File: config.mk
export PLATFORM = sky130hd
export DESIGN_NAME = alu_flag_register_flat
export DESIGN_NICKNAME = d
export VERILOG_FILES = /design/src/rtl/alu_flag_pkg.sv /design/src/rtl/alu_flag_register_if.sv /design/src/rtl/alu_flag_stack.sv /design/src/rtl/alu_flag_register.sv /design/src/flat_wrapper.sv
export SDC_FILE = /design/constraint.sdc
export NUM_CORES = 1
export LEC_CHECK = 0
export CAP_MARGIN = 20
export CELL_PAD_IN_SITES_DETAIL_PLACEMENT = 0
export CELL_PAD_IN_SITES_GLOBAL_PLACEMENT = 2
export CORE_ASPECT_RATIO = 1.75
export CORE_MARGIN = 2
export CORE_UTILIZATION = 29
export DETAILED_ROUTE_END_ITERATION = 12
export GPL_TIMING_DRIVEN = 1
export PLACE_DENSITY_LB_ADDON = 0.3
export SLEW_MARGIN = 20
export SYNTH_ARGS = -nofsm -noshare
export SYNTH_HDL_FRONTEND = slang
export SYNTH_SLANG_ARGS = --single-unit
File: constraint.sdc
create_clock -name CLK -period 1.9 [get_ports CLK]
set_input_delay 0.38 -clock CLK [delete_from_list [all_inputs] [get_ports CLK]]
set_output_delay 0.38 -clock CLK [all_outputs]
set_load 0.1 [all_outputs]
File: src/rtl/alu_flag_pkg.sv
`default_nettype none
// ============================================================================
// Module      : alu_flag_pkg
// Description : Shared definitions for the ALU flag register block:
//               flag vector width, flag bit positions and the flag type.
// Revision    : 1.0 - initial release
// ============================================================================
package alu_flag_pkg;

  // Number of architectural flags
  localparam int FLAG_W = 5;

  // Bit positions inside a flag vector
  localparam int FLAG_Z = 0;  // zero
  localparam int FLAG_S = 1;  // sign
  localparam int FLAG_C = 2;  // carry
  localparam int FLAG_V = 3;  // overflow
  localparam int FLAG_P = 4;  // 8-bit even parity

  typedef logic [FLAG_W-1:0] flags_t;

endpackage : alu_flag_pkg
`default_nettype wire

File: src/rtl/alu_flag_register_if.sv
`default_nettype none
// ============================================================================
// Module      : alu_flag_register_if
// Description : Control/data bundle between the flag register and its
//               environment (ALU flag stages, sequencer, branch logic).
//   master : drives notFlagIn, UpdateMask, FlagWrite, FlagWriteData,
//            Push, Pop, ErrClear; observes the flag/stack outputs.
//   slave  : the flag register itself (the opposite directions).
// Revision    : 1.0 - initial release
// ============================================================================
interface alu_flag_register_if
  import alu_flag_pkg::*;
#(
  parameter int CNT_W = 3
);

  flags_t             notFlagIn;      // active-low flags from the ALU
  flags_t             UpdateMask;     // 1 = flag takes ALU value
  logic               FlagWrite;      // direct load of all flags
  flags_t             FlagWriteData;  // active-high direct-load value
  logic               Push;           // save Flags onto the stack
  logic               Pop;            // restore Flags from the stack
  logic               ErrClear;       // clear the sticky error
  flags_t             Flags;          // registered flags, active-high
  flags_t             notFlags;       // registered complement of Flags
  logic [CNT_W-1:0]   StackCount;     // occupied stack entries
  logic               StackFull;
  logic               StackEmpty;
  logic               StackErr;       // sticky misuse indicator

  modport master (
    output notFlagIn, UpdateMask, FlagWrite, FlagWriteData,
           Push, Pop, ErrClear,
    input  Flags, notFlags, StackCount, StackFull, StackEmpty, StackErr
  );

  modport slave (
    input  notFlagIn, UpdateMask, FlagWrite, FlagWriteData,
           Push, Pop, ErrClear,
    output Flags, notFlags, StackCount, StackFull, StackEmpty, StackErr
  );

endinterface : alu_flag_register_if
`default_nettype wire

File: src/rtl/alu_flag_stack.sv
`default_nettype none
// ============================================================================
// Module      : alu_flag_stack
// Description : DEPTH x FLAG_W LIFO used to save/restore flags across
//               interrupt entry and return. A single occupancy counter is
//               both the stack pointer and the count.
//   i_clk, i_rst      : clock, synchronous active-high reset
//   i_push, i_pop     : requests (simultaneous requests are both refused)
//   i_data            : value written on an accepted push
//   o_top             : entry at count-1 (valid when not empty)
//   o_pop_ok          : current pop request is accepted
//   o_err             : current request is a misuse (strobe)
//   o_count/o_full/o_empty : occupancy status
// Revision    : 1.0 - initial release
// ============================================================================
module alu_flag_stack
  import alu_flag_pkg::*;
#(
  parameter int DEPTH = 4,
  parameter int CNT_W = 3
) (
  input  wire logic             i_clk,
  input  wire logic             i_rst,
  input  wire logic             i_push,
  input  wire logic             i_pop,
  input  wire flags_t           i_data,
  output logic                  o_pop_ok,
  output logic                  o_err,
  output flags_t                o_top,
  output logic [CNT_W-1:0]      o_count,
  output logic                  o_full,
  output logic                  o_empty
);

  localparam int ADDR_W = $clog2(DEPTH);

  flags_t             r_mem [DEPTH];
  logic [CNT_W-1:0]   r_count;

  logic               w_full;
  logic               w_empty;
  logic               w_push_ok;
  logic               w_pop_ok;
  logic [ADDR_W-1:0]  w_wr_idx;
  logic [ADDR_W-1:0]  w_rd_idx;

  assign w_full    = (r_count == CNT_W'(DEPTH));
  assign w_empty   = (r_count == '0);

  // A simultaneous push and pop is treated as a misuse: neither happens.
  assign w_push_ok = i_push & ~i_pop & ~w_full;
  assign w_pop_ok  = i_pop & ~i_push & ~w_empty;

  // With count in 0..DEPTH-1 the low bits are the write slot directly.
  // For the read slot, count==DEPTH has zero low bits and wraps to DEPTH-1.
  assign w_wr_idx  = r_count[ADDR_W-1:0];
  assign w_rd_idx  = r_count[ADDR_W-1:0] - ADDR_W'(1);

  always_ff @(posedge i_clk) begin
    if (i_rst) begin
      r_count <= '0;
    end else if (w_push_ok) begin
      r_count <= r_count + CNT_W'(1);
    end else if (w_pop_ok) begin
      r_count <= r_count - CNT_W'(1);
    end
  end

  // Storage carries no reset; contents are meaningless while unoccupied.
  always_ff @(posedge i_clk) begin
    if (w_push_ok && !i_rst) begin
      r_mem[w_wr_idx] <= i_data;
    end
  end

  assign o_top    = r_mem[w_rd_idx];
  assign o_pop_ok = w_pop_ok;
  assign o_err    = (i_push & i_pop) | (i_push & w_full) | (i_pop & w_empty);
  assign o_count  = r_count;
  assign o_full   = w_full;
  assign o_empty  = w_empty;

  a_count_bound : assert property (@(posedge i_clk) r_count <= CNT_W'(DEPTH));

endmodule : alu_flag_stack
`default_nettype wire

File: src/rtl/alu_flag_register.sv
`default_nettype none
// ============================================================================
// Module      : alu_flag_register
// Description : Architectural flag register. Latches active-low ALU flags
//               under a per-flag mask, supports a direct load and a
//               save/restore stack, and drives registered flags in both
//               polarities.
//   CLK, RST : clock, synchronous active-high reset
//   bus      : alu_flag_register_if.slave (ALU flags, mask, direct load,
//              push/pop/err-clear in; Flags, notFlags and stack status out)
// Revision    : 1.0 - initial release
// ============================================================================
module alu_flag_register
  import alu_flag_pkg::*;
#(
  parameter int DEPTH = 4,
  parameter int CNT_W = 3
) (
  input  wire logic           CLK,
  input  wire logic           RST,
  alu_flag_register_if.slave  bus
);

  flags_t             r_flags;
  flags_t             r_nflags;
  logic               r_err;

  flags_t             w_flags_next;
  flags_t             w_stack_top;
  logic               w_pop_ok;
  logic               w_stack_err;
  logic [CNT_W-1:0]   w_count;
  logic               w_full;
  logic               w_empty;

  alu_flag_stack #(
    .DEPTH (DEPTH),
    .CNT_W (CNT_W)
  ) u_stack (
    .i_clk    (CLK),
    .i_rst    (RST),
    .i_push   (bus.Push),
    .i_pop    (bus.Pop),
    .i_data   (r_flags),       // pre-edge flags are what gets saved
    .o_pop_ok (w_pop_ok),
    .o_err    (w_stack_err),
    .o_top    (w_stack_top),
    .o_count  (w_count),
    .o_full   (w_full),
    .o_empty  (w_empty)
  );

  // Priority: accepted pop, then direct load, then masked ALU update.
  always_comb begin
    w_flags_next = r_flags;
    if (w_pop_ok) begin
      w_flags_next = w_stack_top;
    end else if (bus.FlagWrite) begin
      w_flags_next = bus.FlagWriteData;
    end else begin
      w_flags_next = (r_flags & ~bus.UpdateMask) | (~bus.notFlagIn & bus.UpdateMask);
    end
  end

  // The complement is kept in its own register so both polarities leave
  // the block straight from flops.
  always_ff @(posedge CLK) begin
    if (RST) begin
      r_flags  <= '0;
      r_nflags <= '1;
      r_err    <= 1'b0;
    end else begin
      r_flags  <= w_flags_next;
      r_nflags <= ~w_flags_next;
      if (w_stack_err) begin
        r_err <= 1'b1;
      end else if (bus.ErrClear) begin
        r_err <= 1'b0;
      end
    end
  end

  assign bus.Flags      = r_flags;
  assign bus.notFlags   = r_nflags;
  assign bus.StackCount = w_count;
  assign bus.StackFull  = w_full;
  assign bus.StackEmpty = w_empty;
  assign bus.StackErr   = r_err;

  a_polarity : assert property (@(posedge CLK) disable iff (RST)
                                r_nflags == ~r_flags);

endmodule : alu_flag_register
`default_nettype wire

File: src/flat_wrapper.sv
// flat-port wrapper written by rule: the top's interface ports become plain ports
module alu_flag_register_flat import alu_flag_pkg::*;
#(
  parameter int DEPTH = 4,
  parameter int CNT_W = 3
)
  (CLK, RST, bus_notFlagIn, bus_UpdateMask, bus_FlagWrite, bus_FlagWriteData, bus_Push, bus_Pop, bus_ErrClear, bus_Flags, bus_notFlags, bus_StackCount, bus_StackFull, bus_StackEmpty, bus_StackErr);
  alu_flag_register_if #(.CNT_W(CNT_W)) bus_i ();
  input  wire logic CLK;
  input  wire logic RST;
  input wire logic [$bits(bus_i.notFlagIn)-1:0] bus_notFlagIn;
  input wire logic [$bits(bus_i.UpdateMask)-1:0] bus_UpdateMask;
  input wire logic [$bits(bus_i.FlagWrite)-1:0] bus_FlagWrite;
  input wire logic [$bits(bus_i.FlagWriteData)-1:0] bus_FlagWriteData;
  input wire logic [$bits(bus_i.Push)-1:0] bus_Push;
  input wire logic [$bits(bus_i.Pop)-1:0] bus_Pop;
  input wire logic [$bits(bus_i.ErrClear)-1:0] bus_ErrClear;
  output wire logic [$bits(bus_i.Flags)-1:0] bus_Flags;
  output wire logic [$bits(bus_i.notFlags)-1:0] bus_notFlags;
  output wire logic [$bits(bus_i.StackCount)-1:0] bus_StackCount;
  output wire logic [$bits(bus_i.StackFull)-1:0] bus_StackFull;
  output wire logic [$bits(bus_i.StackEmpty)-1:0] bus_StackEmpty;
  output wire logic [$bits(bus_i.StackErr)-1:0] bus_StackErr;
  assign bus_i.notFlagIn = bus_notFlagIn;
  assign bus_i.UpdateMask = bus_UpdateMask;
  assign bus_i.FlagWrite = bus_FlagWrite;
  assign bus_i.FlagWriteData = bus_FlagWriteData;
  assign bus_i.Push = bus_Push;
  assign bus_i.Pop = bus_Pop;
  assign bus_i.ErrClear = bus_ErrClear;
  assign bus_Flags = bus_i.Flags;
  assign bus_notFlags = bus_i.notFlags;
  assign bus_StackCount = bus_i.StackCount;
  assign bus_StackFull = bus_i.StackFull;
  assign bus_StackEmpty = bus_i.StackEmpty;
  assign bus_StackErr = bus_i.StackErr;
  alu_flag_register #(.DEPTH(DEPTH), .CNT_W(CNT_W)) u_core (.CLK(CLK), .RST(RST), .bus(bus_i));
endmodule
==> impl_metrics.tcl, run 1 <==
set metrics [dict create \
    cpPeakStageDelay_ps 480 \
    crit_slowest_cell "or4_4" \
    muxShareOfSynthArea_pct 10.40 \
    synthXorXnorAreaFrac_pct 1.183 \
    io_buffer_count 36 \
    pwr-share-comb_pct 40.8 \
    cts_tree "built" \
    relSlewSlack_pct 77.85 \
    synth_top_family_by_area "simple AND/OR/NAND/NOR gates" \
    whs_path_depth 2 \
    synth-compound-area-share_pct 7.016 \
    p_clk_share_pct 23.0 \
    vias_per_cell 4.907 \
    total_power_uw 2481 \
    grt_pass1_wl_um 5561 \
    insertion_delay_ps 280 \
    critPathMostFrequentCell "nand2_4" \
    critPathRequiredTime_ps 2100 \
    fin_area_um2 2217 \
    outcome "finished clean" \
    wl_per_cell_um 16.13 \
    clkSlewWorstSetupHoldPaths_ps 70 \
    maxCapViolCount 0 \
    async_flop_share_pct 0 \
    tightest_slew_ps 331.2 \
    num_rows 34 \
    vias 1055 \
    root_buffer "clkbuf_8" \
    post_synth_num_cell_types 32 \
    synth_most_common_cell "edfxtp_1" \
    ys.flop_type "edfxtp_1" \
    worstPathCellList "inv_4 -> ha_4 -> nand2_4 -> nand2_4 -> xnor2_2 -> ha_2 -> or4_4 -> a221oi_2" \
    die_y_um 98.51 \
    max_freq_mhz 549.1 \
    setup-tns-final_ps 0 \
    cts_buffers 5 \
    synth_nets 136 \
    hold_viol 0 \
    antennaDiodeCount 0 \
    drc_errors 0 \
    ys_ff_latch 34 \
    antenna_found_initial 0 \
    cts_setup_buffers 0 \
    final_cells 215 \
    gp_congestion 0.6967 \
    cts-hold-fix-buffers 0 \
    place_area_um2 2078 \
    skew_ps 3.035 \
    synthAdderAreaFrac_pct 4.227 \
    ys_top_cells_by_count "20 x edfxtp_1, 14 x dfxtp_1, 13 x nor2_1" \
    synth_top_area_share_pct 40.57 \
    syn_area_per_cell_um2 13.46 \
    cp_data_arrival_time_ps 2020 \
    timing.final.setup_violations 0 \
    p_leak_uw 0.0008593 \
    rsz0062_at_grt "no" \
    switching_share_pct 36.66 \
    netlist_area_um2 1480 \
    finalNetCount 186 \
    netlist_instances 110 \
    grt_usage_pct 13.36 \
    htreeDepth 2 \
    crit_buf_inv 1 \
    worstHoldPathType "flop to flop" \
    path_class "flop to flop" \
    ios 37 \
    cp.depth 8 \
    yosysTopAreaCell "edfxtp_1" \
    setup.worst_path.start_class "flop" \
    area_growth_pct 49.79 \
    first_iter_violations 16 \
    fin_ws_ps 78.76 \
    totalWireLength_um 3467 \
    antenna_left 0 \
    dp_slack_ps -386.1 \
    switchingPower_uw 909.5 \
    dpl.hpwl_um 2607 \
    cp-end-kind "flop" \
    crit_family "simple AND/OR/NAND/NOR gates" \
    drive_above_1_share_pct 35.40 \
    placedCellCount 207 \
    first_pass_iters 4 \
    finalCritPeriodShare_pct 95.85 \
    p_int_uw 1571 \
    crit_path_max_fanout 3 \
    core-area_um2 4935 \
    die-width_um 58.01 \
    powerDensity_nw_per_um2 1119 \
    yosysSeqAreaShare_pct 59.51 \
    yosys-top-cells-area "edfxtp_1 41%, dfxtp_1 19%, mux4_2 7.6%, ha_1 4.2%, nor2_1 3.3%" \
    power_frac_seq_pct 36.2 \
    grt_pass1_vias 1160 \
    layout_min_cycle_time_ps 1821 \
    clock_path_buffers 2 \
    synth_edf_count 20 \
    grt_start_max_net_pins 15 \
    peakVddDrop_v 0.0006598 \
    ys.warnings.count 0 \
    clock-sinks 34 \
    slew_violations 0 \
    initial_core_util_pct 29.99 \
    overflow 0 \
    reg2regPathDepth 8 \
    synthSimpleGateAreaFrac_pct 14.88 \
    die_area_um2 5714 \
]
==> layout make-up <==
type	count	area, µm²
clock buffer	7	96.34
clock inverter	1	3.754
fill	468	2718
inverter	4	17.52
multi-input combinational	68	613.1
sequential	34	889.6
tap	54	67.56
timing repair buffer	47	529.3
==> power by group through the flow <==
stage | Combinational (µW) | Sequential [µW] | Clock (µW)
final | 1010 | 898 | 572
after global placement | 986 | 909 | 0
after CTS | 1010 | 897 | 589
after floorplan | 373 | 1190 | 0
after global routing | 1060 | 905 | 613
after detailed placement | 994 | 912 | 0
==> cell families after synthesis <==
kind of cell / count (synthesis)
XOR/XNOR: 2
AND/OR/NAND/NOR: 39
multiplexers: 9
buffers and inverters: 8
adder cells (fa/ha/maj): 5
flip-flops: 34
AO/OA/AOI/OAI: 13
==> timing repair <==
action | CTS | global route
setup endpoints to repair | 1 | 1
pin swaps | 0 | 4
resized for setup | 7 | 4
==> worst paths after layout <==
kind	startpoint	end	slack, ps
setup / recovery	u_core.u_stack.o_count[0]$_SDFFE_PP0P_	u_core.u_stack.o_count[2]$_SDFFE_PP0P_	80
hold / removal	u_core.bus.StackErr$_SDFFE_PP0P_	u_core.bus.StackErr$_SDFFE_PP0P_	510
setup reg to reg	u_core.u_stack.o_count[0]$_SDFFE_PP0P_	u_core.u_stack.o_count[2]$_SDFFE_PP0P_	80
hold reg to reg	u_core.bus.StackErr$_SDFFE_PP0P_	u_core.bus.StackErr$_SDFFE_PP0P_	510
==> per-layer routing <==
| metal | GRT usage (%) | share of wire (%) |
|---|---|---|
| met5 | 0 | 0 |
| met4 | 6.440 | 2.3 |
| met3 | 3.543 | 3.6 |
| met2 | 24.83 | 60 |
| met1 | 13.06 | 34 |
==> cells in the final DEF, fill, tap and decap left out, types with 2 or more instances in the layout <==
cell,Yosys,layout
clkdlybuf4s50_1,0,18
and2_1,3,3
nor2_1,13,13
inv_1,4,2
dfxtp_1,14,11
nor2b_4,1,2
nor2b_1,5,4
nand2_4,0,2
mux2i_1,3,3
buf_4,1,17
a211oi_1,6,6
o31a_1,2,2
or2_1,2,2
nand2b_1,2,2
dfxtp_4,0,2
edfxtp_1,20,20
clkbuf_8,0,7
buf_12,0,10
nor3_1,3,3
mux4_2,5,5
or3_1,3,3
ha_1,5,3
==> worst reg2reg max path: stages, from the launching register on <==
cell and delay [ps]:
dfxtp_4 360, inv_4 40, ha_4 160, nand2_4 80
nand2_4 60, xnor2_2 150, ha_2 180, or4_4 480
a221oi_2 230
==> state kept, by name (all words and copies together), names as in the netlist <==
register / flops
u_core.u_stack.r_mem: 20
u_core.bus.Flags: 5
u_core.bus.notFlags: 5
u_core.u_stack.o_count: 3
u_core.bus.StackErr: 1
==> per-stage QoR <==
| step | util [%] | hold slack, ps |
|---|---|---|
| floorplan | - | 479.9 |
| global placement | 42.11 | 490.4 |
| detailed placement | 42.11 | 507.8 |
| CTS | 44.68 | 527.7 |
| global route | 44.93 | 583.4 |
| finish | 44.93 | 514.8 |
(Power assumes the default switching activity.)
==> run 2, diff against run 1 <==
- CORE_UTILIZATION: 29 -> 32
- clock period: 1.9 -> 2 ns (I/O delays scaled with it)
==> run 2 against run 1 <==
Effect of this change:
- sequential power decreased by 5.6%
- clock skew is essentially flat
- sequential share of layout area is 1.5 points higher
- global-route usage increased by 1.1 points
- flip-flop and latch count unchanged
- critical path type is now primary input to flop
- largest power group unchanged
==> impl_metrics.tcl, run 2 (same netlist as run 1, synthesis figures left out) <==
set metrics [dict create \
    outcome "finished clean" \
    drive_above_1_share_pct 33.96 \
    grt_start_max_net_pins 15 \
    crit_end "u_core.u_stack.o_count[2]$_SDFFE_PP0P_" \
    totalWireLength_um 3295 \
    first_iter_violations 20 \
    grt_usage_pct 14.42 \
    setup-tns-final_ps 0 \
    grt_pass1_vias 1160 \
    setup.worst_path.start_class "primary input" \
    insertion_delay_ps 280 \
    io_buffer_count 36 \
    die_area_um2 5207 \
    clock-sinks 34 \
    wl_per_cell_um 15.69 \
    startpoint "bus_Pop" \
    gp_congestion 0.7107 \
    fillerInstances 412 \
    antenna_left 0 \
    core-area_um2 4444 \
    largest_reg_flops 20 \
    die-width_um 55.41 \
    regMostFlops "u_core.u_stack.r_mem" \
    ios 37 \
    grt_pass1_wl_um 5582 \
    antenna_found_initial 0 \
    tightest_slew_ps 378.6 \
    finalNetCount 184 \
    vias 1028 \
    final_cell_mix "20 x edfxtp_1, 19 x clkdlybuf4s50_1, 18 x buf_4" \
    worstHoldPathType "flop to flop" \
    maxCapViolCount 0 \
    area_growth_pct 44.55 \
    crit_path_max_fanout 2 \
    cp-end-kind "flop" \
    htreeDepth 2 \
    final_common_cell "edfxtp_1" \
    clock_path_buffers 2 \
    rrSetupSlack_ps 90 \
    initial_core_util_pct 33.31 \
    skew_ps 3.009 \
    total_power_uw 2289 \
    critPathRequiredTime_ps 2200 \
    drc_errors 0 \
    cts_buffers 5 \
    slew_violations 0 \
    cpPeakStageDelay_ps 510 \
    reg2regPathDepth 8 \
    max_freq_mhz 518.7 \
    reg2reg_from "u_core.u_stack.o_count[1]$_SDFFE_PP0P_" \
    vias_per_cell 4.895 \
    die_y_um 93.97 \
    whs_ps 533.1 \
    path_class "primary input to flop" \
    dpl.hpwl_um 2498 \
    root_buffer "clkbuf_8" \
    first_pass_iters 4 \
    worstPathCellList "clkdlybuf4s50_1 -> nor2b_4 -> nand2_2 -> xnor2_1 -> ha_2 -> or4_4 -> a221oi_2" \
    powerDensity_nw_per_um2 1070 \
    r2r-end "u_core.u_stack.o_count[2]$_SDFFE_PP0P_" \
    fin_area_um2 2140 \
    finalCritPeriodShare_pct 96.39 \
    layout_min_cycle_time_ps 1928 \
    antennaDiodeCount 0 \
    overflow 0 \
    num_rows 32 \
    timing.final.setup_violations 0 \
    clkSlewWorstSetupHoldPaths_ps 70 \
    hold_viol 0 \
    cp_data_arrival_time_ps 2120 \
    p_leak_uw 0.0008217 \
    rsz0062_at_grt "no" \
    cts_tree "built" \
    cts_setup_buffers 0 \
    place_area_um2 2022 \
    peakVddDrop_v 0.0007635 \
    relSlewSlack_pct 74.68 \
    crit_slowest_cell "or4_4" \
]
run 2: critical path: cells and delay by family:
kind	cells	cell delay [ps]
adder cells (fa/ha/maj)	1	180
XOR/XNOR	1	130
buffers and inverters	1	450
AND/OR/NAND/NOR	3	720
AO/OA/AOI/OAI	1	240
run 2: layout make-up:
class	count	area (µm²)	area share (%)
multi-input combinational	68	595.6	27.84
clock inverter	2	12.51	0.5848
timing repair buffer	45	478.0	22.34
clock buffer	6	82.58	3.860
tap	51	63.81	2.982
inverter	4	17.52	0.8187
sequential	34	889.6	41.58
run 2: worst min-delay path by stage:
stage,from,to,slack [ps],depth (start not counted)
after detailed placement,u_core.bus.StackErr$_SDFFE_PP0P_,u_core.bus.StackErr$_SDFFE_PP0P_,510,2
final,u_core.bus.StackErr$_SDFFE_PP0P_,u_core.bus.StackErr$_SDFFE_PP0P_,530,2
after global placement,u_core.bus.StackErr$_SDFFE_PP0P_,u_core.bus.StackErr$_SDFFE_PP0P_,490,2
after floorplan,RST,u_core.bus.notFlags[2]$_SDFF_PP1_,500,1
after CTS,u_core.bus.StackErr$_SDFFE_PP0P_,u_core.bus.StackErr$_SDFFE_PP0P_,540,2
after global routing,u_core.bus.Flags[2]$_SDFF_PP0_,u_core.u_stack.r_mem[2][2]$_DFFE_PP_,560,0
run 2: repair_timing:
item	4_1_cts	5_1_grt
gates resized for setup	3	3
pin swaps	0	1
endpoints found under the setup margin	1	1
hold endpoints to repair	0	0
hold buffers	0	0
run 2: per-stage QoR:
stage | utilization [%] | instances | worst slack [ps]
4_1_cts | 47.89 | 210 | 1.586
3_5_place_dp | 45.50 | 202 | -381.8
5_1_grt | 48.14 | 210 | 3.988
3_3_place_gp | 45.50 | 202 | -247.0
6_report | 48.14 | 210 | 72.12
2_1_floorplan | - | 110 | -216.1
run 2: routing by layer:
metal	wire (µm)	vias to the layer above	global-route usage, %
li1	-	502	-
met1	1152	490	13.63
met2	1930	30	28.27
met3	148	6	3.444
met4	65	0	6.707
met5	0	-	0
run 2: power breakdown:
part / internal, µW / total, µW / switching [µW]
clock: 277 / 533 / 256
sequential: 803 / 848 / 45.1
combinational: 343 / 908 / 565
total: 1420 / 2290 / 866
